$ cat src/rtl/sample_scheduler.sv
// Sample-rate frame scheduler for a MAC filter datapath.
// A period counter issues ticks; each tick runs one capture/clear/MAC/sat/out frame.
module sample_scheduler #(
  parameter int DIV_W = 16,
  parameter int TAP_W = 3
) (
  input  logic             clk,
  input  logic             rst,
  input  logic             run,
  input  logic [DIV_W-1:0] div,
  input  logic [TAP_W-1:0] n_taps,
  input  logic             adc_ready,
  input  logic             ovr_clr,
  output logic             EN_in,
  output logic             acc_clr,
  output logic             EN_mac,
  output logic [TAP_W-1:0] tap_idx,
  output logic             EN_sat,
  output logic             EN_out,
  output logic             busy,
  output logic             overrun
);

  localparam logic [2:0] IDLE    = 3'd0;
  localparam logic [2:0] CAPTURE = 3'd1;
  localparam logic [2:0] CLEAR   = 3'd2;
  localparam logic [2:0] MAC     = 3'd3;
  localparam logic [2:0] SAT     = 3'd4;
  localparam logic [2:0] OUT     = 3'd5;

  logic [2:0]       state;
  logic [2:0]       nxt;
  logic [DIV_W-1:0] cnt;
  logic [TAP_W-1:0] taps;
  logic             tick;
  logic             idle;
  logic             last_tap;

  assign tick     = run && (cnt >= div);
  assign idle     = (state == IDLE);
  assign last_tap = (tap_idx == taps);

  always_ff @(posedge clk or negedge rst) begin
    if (!rst) begin
      cnt <= '0;
    end else if (!run || tick) begin
      cnt <= '0;
    end else begin
      cnt <= cnt + DIV_W'(1);
    end
  end

  always_comb begin
    nxt = state;
    unique case (state)
      IDLE:    if (tick) nxt = CAPTURE;
      CAPTURE: if (adc_ready) nxt = CLEAR;
      CLEAR:   nxt = MAC;
      MAC:     if (last_tap) nxt = SAT;
      SAT:     nxt = OUT;
      OUT:     nxt = IDLE;
      default: nxt = IDLE;
    endcase
  end

  always_ff @(posedge clk or negedge rst) begin
    if (!rst) begin
      state <= IDLE;
    end else begin
      state <= nxt;
    end
  end

  // Tap count is frozen for the frame so live edits only affect later frames.
  always_ff @(posedge clk or negedge rst) begin
    if (!rst) begin
      taps <= '0;
    end else if (idle && tick) begin
      taps <= n_taps;
    end
  end

  always_ff @(posedge clk or negedge rst) begin
    if (!rst) begin
      tap_idx <= '0;
    end else if (state == MAC && !last_tap) begin
      tap_idx <= tap_idx + TAP_W'(1);
    end else begin
      tap_idx <= '0;
    end
  end

  // A colliding tick outranks a same-cycle clear.
  always_ff @(posedge clk or negedge rst) begin
    if (!rst) begin
      overrun <= 1'b0;
    end else if (tick && !idle) begin
      overrun <= 1'b1;
    end else if (ovr_clr) begin
      overrun <= 1'b0;
    end
  end

  assign EN_in   = (state == CAPTURE);
  assign acc_clr = (state == CLEAR);
  assign EN_mac  = (state == MAC);
  assign EN_sat  = (state == SAT);
  assign EN_out  = (state == OUT);
  assign busy    = !idle;

endmodule

$ cat config.mk
export PLATFORM = sky130hd
export DESIGN_NAME = sample_scheduler
export DESIGN_NICKNAME = d
export VERILOG_FILES = /design/src/rtl/sample_scheduler.sv
export SDC_FILE = /design/constraint.sdc
export NUM_CORES = 1
export LEC_CHECK = 0
export CORE_UTILIZATION = 55
export DETAILED_ROUTE_END_ITERATION = 12
export PLACE_DENSITY = 0.85
export SETUP_SLACK_MARGIN = 0.15
export SLEW_MARGIN = 20
export SYNTH_ARGS = -nofsm -noshare
export SYNTH_HDL_FRONTEND = slang
export SYNTH_SLANG_ARGS = --single-unit
$ cat constraint.sdc
create_clock -name clk -period 2.9 [get_ports clk]
set_input_delay 0.58 -clock clk [delete_from_list [all_inputs] [get_ports clk]]
set_output_delay 0.58 -clock clk [all_outputs]
set_load 0.05 [all_outputs]
==> flow_summary.rst, run 1 <==
.. list-table::
   :header-rows: 1

   * - Metric
     - Value
   * - Run status
     - complete, but fails checks
   * - Failing checks
     - design-rule violations
   * - Data required time at the worst endpoint
     - 2.32 ns
   * - Filler-free cell count of the finished design
     - 235
   * - Area of the mapped netlist
     - roughly 0.0017 mm2
   * - Die Width
     - 57.5 um
   * - Antenna violations before repair
     - 0
   * - Data arrival time of the critical path
     - 2.07 ns
   * - Register area share after synthesis
     - 38.5%
   * - Worst path slowest cell
     - sky130_fd_sc_hd__clkdlybuf4s50_1
   * - Clock root buffer master
     - sky130_fd_sc_hd__clkbuf_4
   * - Netlist cell types
     - 36
   * - Number of buffers created by CTS
     - 3
   * - Ranking of synthesized cells by instance count
     - 26 x sky130_fd_sc_hd__dfrtp_1, 19 x sky130_fd_sc_hd__inv_1, 18 x sky130_fd_sc_hd__ha_1
   * - Synthesized area per cell
     - 10.0 um2
   * - Reg-to-reg slack, setup
     - 0.59 ns
   * - Kind of end point of the critical path
     - primary output
   * - Power density over cell area
     - approximately 500 mW/mm2
   * - Reg2reg start
     - cnt[2]
   * - Dominant delay contributor by cell family on the critical path
     - buffers and inverters
   * - Worst Min Path Start
     - tap_idx[0]
   * - Number of fill cells
     - 205
   * - Last weighted congestion value of the routability-driven placer
     - 0.784
   * - TNS Setup
     - 0 ns
   * - Final cycle utilization of the critical path
     - between 90% and 100%
   * - Number of placed instances, taps included
     - 231
   * - Proportion of register bits with asynchronous set or reset after synthesis
     - 100%
   * - Top post-synthesis cells by area
     - sky130_fd_sc_hd__dfrtp_1 38%, sky130_fd_sc_hd__ha_1 13%, sky130_fd_sc_hd__xor2_1 5.7%
   * - Count of warnings emitted by yosys
     - 0
   * - Share of post-route cells with drive strength above 1
     - 11.8%
   * - Clock-pin slew on the worst setup and hold paths
     - 0.16 ns
   * - Average routed wire per standard cell
     - 15.8 um
   * - Longest Clk Path Bufs
     - 2
   * - Post-synth net total
     - 211
   * - Number of hold violations in the final report
     - 0
   * - Post-CTS setup buffer count
     - 0
   * - Final worst path period need
     - 2.65 ns
   * - Worst Setup Start Kind
     - flop
   * - Wire length on met1
     - 1.41 mm
   * - Peak supply drop
     - 0.255 mV
   * - Reg-to-reg critical path endpoint
     - taps[0]
   * - Number of storage elements in the synthesis netlist
     - 26
   * - CP Class
     - reg2out
   * - Setup repair after global routing missed its margin
     - false
   * - Initial core utilization
     - about three fifths
   * - Number of global-route vias before repair
     - 1420
   * - Reg2Reg Depth
     - 7
   * - Worst-Margin Slew
     - 0.926 ns
   * - Pre-antenna DRT Iters
     - 9
   * - Number of rows in the core area
     - 19
   * - Max Slew Vio Count
     - 0
   * - Full die area
     - 0.00330 mm2
   * - TritonCTS clock tree
     - yes
   * - Met3 routed wirelength
     - about 160 um
   * - Pin count of the biggest net entering global routing
     - 27
   * - Number of H-tree branching levels
     - 1
   * - DPL Wire Length
     - approximately 2.9 mm
   * - Depth of the worst hold-timing path
     - 1
   * - Slew Limit Headroom
     - a little under two fifths
   * - Layout overhead on the synthesized area
     - 24.3%
   * - DRC violation count after routing
     - 3
   * - Buffering stage count on the worst path with inverters included
     - 2
   * - Antenna Diode Count
     - 0
   * - Crit path max fanout
     - 8
   * - Number of max-cap violations
     - 0
   * - PortBufs
     - 33
   * - Top-area cell type share of the netlist area
     - 38.5%
   * - Ports placed on the boundary
     - 34
   * - HP Class
     - reg2reg
   * - TritonCTS Sinks
     - 26
   * - Detailed Route Iter0 Violations
     - 52
   * - Count of antenna-violating nets left after detailed routing
     - 0
   * - # resized after CTS
     - 0
   * - Met2 wire length
     - 2.03 mm
   * - End point of the most critical hold path
     - tap_idx[0]
   * - Area inside the core boundary
     - around 0.0028 mm2
   * - Leading register cell type out of synthesis
     - sky130_fd_sc_hd__dfrtp_1
   * - Most used standard cell by instance count after synthesis
     - sky130_fd_sc_hd__dfrtp_1
   * - Synthesized instance count
     - 169
   * - Dominant cell type by area after synthesis
     - sky130_fd_sc_hd__dfrtp_1
   * - Fmax
     - 378 MHz
   * - Topmost layer with routed signal wires
     - met4
   * - Via count of the routed design
     - 1350
   * - Number of setup violations in the final report
     - 0
   * - Net total in the final layout
     - between 200 and 250
   * - Hold-fix buffers at CTS
     - 0
   * - Drt via density
     - 5.74
   * - Die span in y
     - 57.5 um
   * - Static leakage
     - 1.04 nW
   * - Routed wire length
     - 3.71 mm
   * - Critical path, cell by cell
     - nor3_1 > inv_1 > clkdlybuf4s50_1
   * - EDFF count, synth
     - 0
   * - Aggregate global routing overflow
     - 0
   * - Clk_lat worst skew
     - 0.34 ns
   * - All-Layer GR Usage
     - 25.6%
   * - Delay of the slowest cell on the worst path
     - 0.71 ns
   * - Worst Clk Skew
     - 0.0166 ns
   * - Wire length of the first global-routing pass
     - 6.27 mm
-- per-stage QoR --
stage | utilization, % | worst slack (ns) | area (um2) | hold WS (ns) | total power (W)
floorplan | - | 0.555 | 1690 | 0.284 | 0.000667
global placement | 72.4 | 0.186 | 2050 | 0.494 | 0.000790
detailed placement | 72.4 | 0.0406 | 2050 | 0.499 | 0.000803
CTS | 74.3 | 0.266 | 2100 | 0.517 | 0.00105
global route | 74.3 | 0.173 | 2100 | 0.544 | 0.00110
finish | 74.3 | 0.253 | 2100 | 0.520 | 0.00106
-- kinds of logic after synthesis --
group | count (synthesis) | share of synthesized area (%)
compound gates | 18 | 9.91
xor+xnor | 18 | 9.32
fa+ha+maj | 18 | 13.3
buf+inv | 22 | 5.33
flops | 26 | 38.5
mux | 3 | 2.00
simple gates | 64 | 21.7
-- sequential cells by signal, summed over array words and instances, names as in the netlist --
register  flops
cnt          16
overrun       1
state         3
tap_idx       3
taps          3
-- metal layers --
metal | vias up | GRT usage (%)
li1 | 644 | -
met1 | 648 | 27.4
met2 | 45 | 48.8
met3 | 13 | 3.85
met4 | 0 | 11.5
met5 | - | 0
-- layout make-up --
type	instances	area, um2	area share (%)
clock buffer	3	22.5	1.07
clock inverter	1	30.0	1.43
inverter	19	71.3	3.39
multi-input combinational	121	951	45.2
sequential	26	651	31.0
tap	31	38.8	1.85
timing repair buffer	34	338	16.1
-- layout by cell type, fill, tap and decap left out, types with 2 or more instances in the layout --
cell and count:
sky130_fd_sc_hd__a211oi_2 2, sky130_fd_sc_hd__nand2_1 8, sky130_fd_sc_hd__mux2_1 3, sky130_fd_sc_hd__dfrtp_1 26
sky130_fd_sc_hd__xnor2_1 7, sky130_fd_sc_hd__and4_1 3, sky130_fd_sc_hd__and3b_1 2, sky130_fd_sc_hd__a21oi_1 6
sky130_fd_sc_hd__inv_1 19, sky130_fd_sc_hd__nor2_1 14, sky130_fd_sc_hd__o21ai_1 2, sky130_fd_sc_hd__nor2_2 9
sky130_fd_sc_hd__nor3b_1 3, sky130_fd_sc_hd__ha_1 18, sky130_fd_sc_hd__nand4_1 5, sky130_fd_sc_hd__and3_1 4
sky130_fd_sc_hd__nand3_1 8, sky130_fd_sc_hd__clkdlybuf4s50_1 33, sky130_fd_sc_hd__xor2_1 11, sky130_fd_sc_hd__clkbuf_4 3
-- worst max-delay path by stage --
stage	startpoint	to	slack, ns	cells past startpoint
after detailed placement	div[2]	taps[0]	0.04	9
after global routing	state[2]	busy	0.17	3
after CTS	state[2]	busy	0.27	3
after floorplan	state[1]	acc_clr	0.55	2
final	state[2]	busy	0.25	3
after global placement	div[5]	cnt[2]	0.19	8
-- report_power, final --
part / switching [W] / total, W / internal (W)
combinational: 0.000228 / 0.000371 / 0.000143
clock: 0.000118 / 0.000258 / 0.000140
sequential: 0.0000413 / 0.000428 / 0.000386
(Power assumes the default switching activity.)
==> run 2, diff against run 1 <==
- clock period: 2.9 -> 3.15 ns (I/O delays scaled with it)
==> flow_summary.rst, run 2 (synthesized netlist as in run 1, its figures left out) <==
.. list-table::
   :header-rows: 1

   * - Metric
     - Value
   * - HP Class
     - reg2reg
   * - Share of post-route cells with drive strength above 1
     - between 10% and 20%
   * - Critical Path Source
     - state[2]
   * - Number of global-route vias before repair
     - 1417
   * - Average routed wire per standard cell
     - 14.1 um
   * - Full die area
     - 0.00330 mm2
   * - Total stage count of the critical path
     - 3
   * - TNS Setup
     - 0 ns
   * - Ports placed on the boundary
     - 34
   * - Wire length of the first global-routing pass
     - 5.97 mm
   * - Kind of end point of the critical path
     - primary output
   * - Pre-antenna DRT Iters
     - 8
   * - Reg-to-reg critical path endpoint
     - taps[1]
   * - Depth of the worst hold-timing path
     - 1
   * - CP Class
     - reg2out
   * - Die Width
     - 57.5 um
   * - Count of antenna-violating nets left after detailed routing
     - 0
   * - Net total in the final layout
     - 247
   * - Reg-to-reg slack, setup
     - 0.94 ns
   * - Slew Limit Headroom
     - 38.8%
   * - Pin count of the biggest net entering global routing
     - 27
   * - Final cycle utilization of the critical path
     - 84.8%
   * - TritonCTS Sinks
     - 26
   * - # resized after CTS
     - 0
   * - Clock root buffer master
     - sky130_fd_sc_hd__clkbuf_4
   * - Commonest non-fill, non-tap cell in the layout
     - sky130_fd_sc_hd__clkdlybuf4s50_1
   * - Longest Clk Path Bufs
     - 2
   * - TritonCTS clock tree
     - yes
   * - Flip-flop count of the largest register after layout
     - 16
   * - Worst Clk Skew
     - 0.00334 ns
   * - Data arrival time of the critical path
     - 2.04 ns
   * - Fraction of power consumed by sequential logic
     - 45.3%
   * - Power density over cell area
     - 420 mW/mm2
   * - Setup repair after global routing missed its margin
     - false
   * - Static leakage
     - 1.02 nW
   * - Die span in y
     - roughly 57 um
   * - Placement-stage cell area
     - 0.00205 mm2
   * - Fmax
     - 374 MHz
   * - Number of rows in the core area
     - 19
   * - Data required time at the worst endpoint
     - 2.52 ns
   * - Run status
     - complete, but fails checks
   * - Reg2Reg Depth
     - 7
   * - Critical path, cell by cell
     - nor3_1 > inv_1 > clkdlybuf4s50_1
   * - Max Slew Vio Count
     - 0
   * - Reg2reg start
     - cnt[2]
   * - Drt via density
     - 5.61
   * - Layout overhead on the synthesized area
     - 22.5%
   * - Dominant delay contributor by cell family on the critical path
     - buffers and inverters
   * - Clock-pin slew on the worst setup and hold paths
     - 0.13 ns
   * - Initial core utilization
     - about 60%
   * - Final instance area
     - 0.00207 mm2
   * - Worst Setup Start Kind
     - flop
   * - Number of hold violations in the final report
     - 0
   * - All-Layer GR Usage
     - 23.7%
   * - Sw power
     - 0.000338 W
   * - Last weighted congestion value of the routability-driven placer
     - roughly 0.81
   * - Hold-fix buffers at CTS
     - 0
   * - Clk pwr share
     - 16.2%
   * - Highest-count cells in the layout ignoring fill and taps
     - 33 x sky130_fd_sc_hd__clkdlybuf4s50_1, 26 x sky130_fd_sc_hd__dfrtp_1, 19 x sky130_fd_sc_hd__inv_1
   * - Share of the core filled with cells
     - between 70% and 80%
   * - Antenna violations before repair
     - 0
   * - PortBufs
     - 33
   * - Number of max-cap violations
     - 0
   * - Number of buffers created by CTS
     - 3
   * - DPL Wire Length
     - 2.65 mm
   * - Failing checks
     - design-rule violations
   * - Worst path slowest cell
     - sky130_fd_sc_hd__clkdlybuf4s50_1
   * - DRC violation count after routing
     - 4
   * - Detailed Route Iter0 Violations
     - between 60 and 70
   * - Worst-Margin Slew
     - slightly above 0.9 ns
   * - Area inside the core boundary
     - 0.00283 mm2
   * - Buffering stage count on the worst path with inverters included
     - 2
   * - Number of H-tree branching levels
     - 1
   * - Number of setup violations in the final report
     - 0
   * - Routed wire length
     - about 3.3 mm
   * - Final worst path period need
     - 2.67 ns
   * - Post-CTS setup buffer count
     - 0
   * - Via count of the routed design
     - 1312
   * - Delay of the slowest cell on the worst path
     - 0.71 ns
   * - End of the critical path
     - busy
   * - Internal Pwr Total
     - 0.000532 W
   * - Register bank with the most flops
     - cnt
   * - Clk_lat worst skew
     - 0.32 ns
   * - Crit path max fanout
     - 8
   * - Peak supply drop
     - 0.239 mV
   * - Aggregate global routing overflow
     - 0
   * - Antenna Diode Count
     - 0
   * - Part of the total power dissipated in combinational logic
     - 38.5%
   * - Fraction of power spent switching nets
     - around two fifths
-- run 2: worst min-delay path by stage --
stage                     from         end  slack [ns]
finish              tap_idx[0]  tap_idx[0]        0.52
global route        tap_idx[0]  tap_idx[0]        0.57
CTS                 tap_idx[0]  tap_idx[0]        0.53
detailed placement     taps[0]     taps[0]        0.51
global placement       taps[0]     taps[0]        0.50
floorplan                  rst      cnt[0]        0.33
-- run 2: per-stage QoR --
stage               total power (W)  worst slack [ns]  hold WS, ns  cells
floorplan                  0.000614             0.755        0.334    169
global placement           0.000725             0.332        0.496    231
detailed placement         0.000735             0.255        0.507    231
CTS                        0.000873             0.459        0.531    234
global route               0.000916             0.354        0.567    234
finish                     0.000870             0.479        0.523    234
-- run 2: routing by layer --
layer / wire length (um) / global-route usage (%)
met5: 0 / 0
met4: 51 / 9.41
met3: 134 / 2.95
met2: 1680 / 43.2
met1: 1440 / 28.2
-- run 2: layout make-up --
type                       count  area, um2
inverter                      19       71.3
fill                         229        757
multi-input combinational    121        951
sequential                    26        651
tap                           31       38.8
timing repair buffer          34        338
clock buffer                   3       22.5
-- run 2: power groups by stage --
stage,sequential (W),clock [W],combinational [W]
floorplan,0.000384,0,0.000231
finish,0.000394,0.000141,0.000335
global placement,0.000396,0,0.000329
detailed placement,0.000399,0,0.000337
CTS,0.000392,0.000143,0.000337
global route,0.000400,0.000156,0.000360
==> run 3, diff against run 2 <==
- CORE_UTILIZATION: 55 -> 51
- PLACE_DENSITY: 0.85 -> 0.79
- clock period: 3.15 -> 2.5 ns (I/O delays scaled with it)
==> flow_summary.rst, run 3 (synthesized netlist as in run 1, its figures left out) <==
.. list-table::
   :header-rows: 1

   * - Metric
     - Value
   * - Run status
     - completed
   * - Number of buffers created by CTS
     - 3
   * - Routed wire length
     - 3.73 mm
   * - Flip-flop count of the largest register after layout
     - 16
   * - Worst Setup Start Kind
     - input port
   * - CP Class
     - in2reg
   * - Final instance area
     - 0.00222 mm2
   * - TritonCTS clock tree
     - yes
   * - Number of setup violations in the final report
     - 0
   * - Number of global-route vias before repair
     - around 1.5k
   * - Setup repair after global routing missed its margin
     - true
   * - Commonest non-fill, non-tap cell in the layout
     - sky130_fd_sc_hd__dfrtp_1
   * - Pre-antenna DRT Iters
     - 4
   * - Crit path max fanout
     - 3
   * - Antenna violations before repair
     - 0
   * - Critical path, cell by cell
     - clkdlybuf4s50_1 > inv_1 > ha_1 > nand4_1 > nor2_1 > a211oi_2 > o31ai_2 > nand3_2 > mux2_1
   * - Dominant delay contributor by cell family on the critical path
     - buffers and inverters
   * - Delay of the slowest cell on the worst path
     - about 0.46 ns
   * - Worst path slowest cell
     - sky130_fd_sc_hd__clkdlybuf4s50_1
   * - PortBufs
     - 33
   * - Clock-pin slew on the worst setup and hold paths
     - 0.13 ns
   * - DRC violation count after routing
     - 0
   * - DPL Wire Length
     - 2.83 mm
   * - Share of post-route cells with drive strength above 1
     - 19.0%
   * - Die span in y
     - 59.6 um
   * - Static leakage
     - between 1 and 1.5 nW
   * - Longest Clk Path Bufs
     - 2
   * - Peak supply drop
     - 0.198 mV
   * - Ports placed on the boundary
     - 34
   * - Slew Limit Headroom
     - 66.4%
   * - Max Slew Vio Count
     - 0
   * - Number of H-tree branching levels
     - 1
   * - Aggregate global routing overflow
     - 0
   * - Worst Clk Skew
     - 0.00226 ns
   * - Area inside the core boundary
     - slightly above 0.003 mm2
   * - Layout overhead on the synthesized area
     - 31.5%
   * - Power density over cell area
     - between 400 and 500 mW/mm2
   * - Final cycle utilization of the critical path
     - a little under 100%
   * - Antenna Diode Count
     - 0
   * - Clk_lat worst skew
     - 0.31 ns
   * - Number of rows in the core area
     - 20
   * - Number of hold violations in the final report
     - 0
   * - Fmax
     - ~410 MHz
   * - Drt via density
     - 5.30
   * - Highest-count cells in the layout ignoring fill and taps
     - 26 x sky130_fd_sc_hd__dfrtp_1, 25 x sky130_fd_sc_hd__clkdlybuf4s50_1, 17 x sky130_fd_sc_hd__inv_1
   * - Initial core utilization
     - 54.5%
   * - HP Class
     - reg2reg
   * - Wire length of the first global-routing pass
     - 6.09 mm
   * - All-Layer GR Usage
     - 23.5%
   * - Kind of end point of the critical path
     - flop
   * - TritonCTS Sinks
     - 26
   * - Via count of the routed design
     - 1347
   * - Clock root buffer master
     - sky130_fd_sc_hd__clkbuf_4
   * - Count of antenna-violating nets left after detailed routing
     - 0
   * - Net total in the final layout
     - around 250
   * - Number of max-cap violations
     - 0
   * - Last weighted congestion value of the routability-driven placer
     - 0.833
   * - Placement-stage cell area
     - 0.00209 mm2
   * - Buffering stage count on the worst path with inverters included
     - 2
   * - Final worst path period need
     - 2.42 ns
   * - Data required time at the worst endpoint
     - 2.71 ns
   * - Register bank with the most flops
     - cnt
   * - Die Width
     - 59.6 um
   * - TNS Setup
     - 0 ns
   * - Average routed wire per standard cell
     - around 15 um
   * - Pin count of the biggest net entering global routing
     - 27
   * - Worst-Margin Slew
     - 0.503 ns
   * - Data arrival time of the critical path
     - approximately 2.6 ns
   * - Detailed Route Iter0 Violations
     - 47
   * - Full die area
     - 0.00355 mm2
-- run 3: cell count changes in the layout (fill, tap and decap cells not counted), sizes merged --
cell | before | now
clkdlybuf4s50 | 33 | 25
dlymetal6s2s | 0 | 4
dlygate4sd2 | 0 | 4
buf | 1 | 8
-- run 3: routing by layer --
metal	global-route usage (%)	wire length, um	vias up
met2	48.8	2100	32
li1	-	-	658
met5	0	0	-
met3	2.40	115	10
met1	23.3	1440	647
met4	8.64	76	0
-- run 3: path summary, 6_finish.rpt --
| check | depth (start not counted) | startpoint | slack (ns) | endpoint |
|---|---|---|---|---|
| max | 9 | div[4] | 0.08 | taps[1] |
| min | 1 | tap_idx[0] | 0.52 | tap_idx[0] |
| max reg2reg | 7 | cnt[6] | 0.25 | taps[1] |
| min reg2reg | 1 | tap_idx[0] | 0.52 | tap_idx[0] |
| max in group asynchronous | 2 | rst | 1.72 | cnt[15] |
| min in group asynchronous | 2 | rst | 0.54 | tap_idx[0] |
-- run 3: final cells by class --
| type | count | area, um2 |
|---|---|---|
| clock buffers | 3 | 22.5 |
| fillers | 243 | 878 |
| inverters | 19 | 71.3 |
| multi-input cells | 121 | 1020 |
| flip-flops and latches | 26 | 651 |
| well taps | 44 | 55.1 |
| repair buffers | 41 | 408 |
-- run 3: what timing repair did --
action | in CTS | in global routing
hold buffers | 0 | 0
pin swaps | 2 | 10
setup buffers | 2 | 2
setup endpoints to repair | 13 | 5
gates resized for setup | 6 | 12
gates cloned | 0 | 0
-- run 3: power breakdown --
group	switching, W	total (W)	internal (W)
Combinational	0.000264	0.000433	0.000169
Sequential	0.0000485	0.000497	0.000448
Clock	0.000116	0.000172	0.0000563
Total	0.000428	0.00110	0.000674
-- run 3: through the flow --
step           worst slack [ns]  hold WS [ns]  cells  power (W)  utilization (%)
3_3_place_gp             -0.219         0.499    247   0.000932             67.3
2_1_floorplan             0.235         0.204    169   0.000774                -
6_report                 0.0792         0.518    254    0.00110             71.7
5_1_grt                  0.0198         0.554    254    0.00117             71.7
4_1_cts                   0.112         0.525    252    0.00111             69.3
3_5_place_dp             -0.278         0.507    247   0.000946             67.3
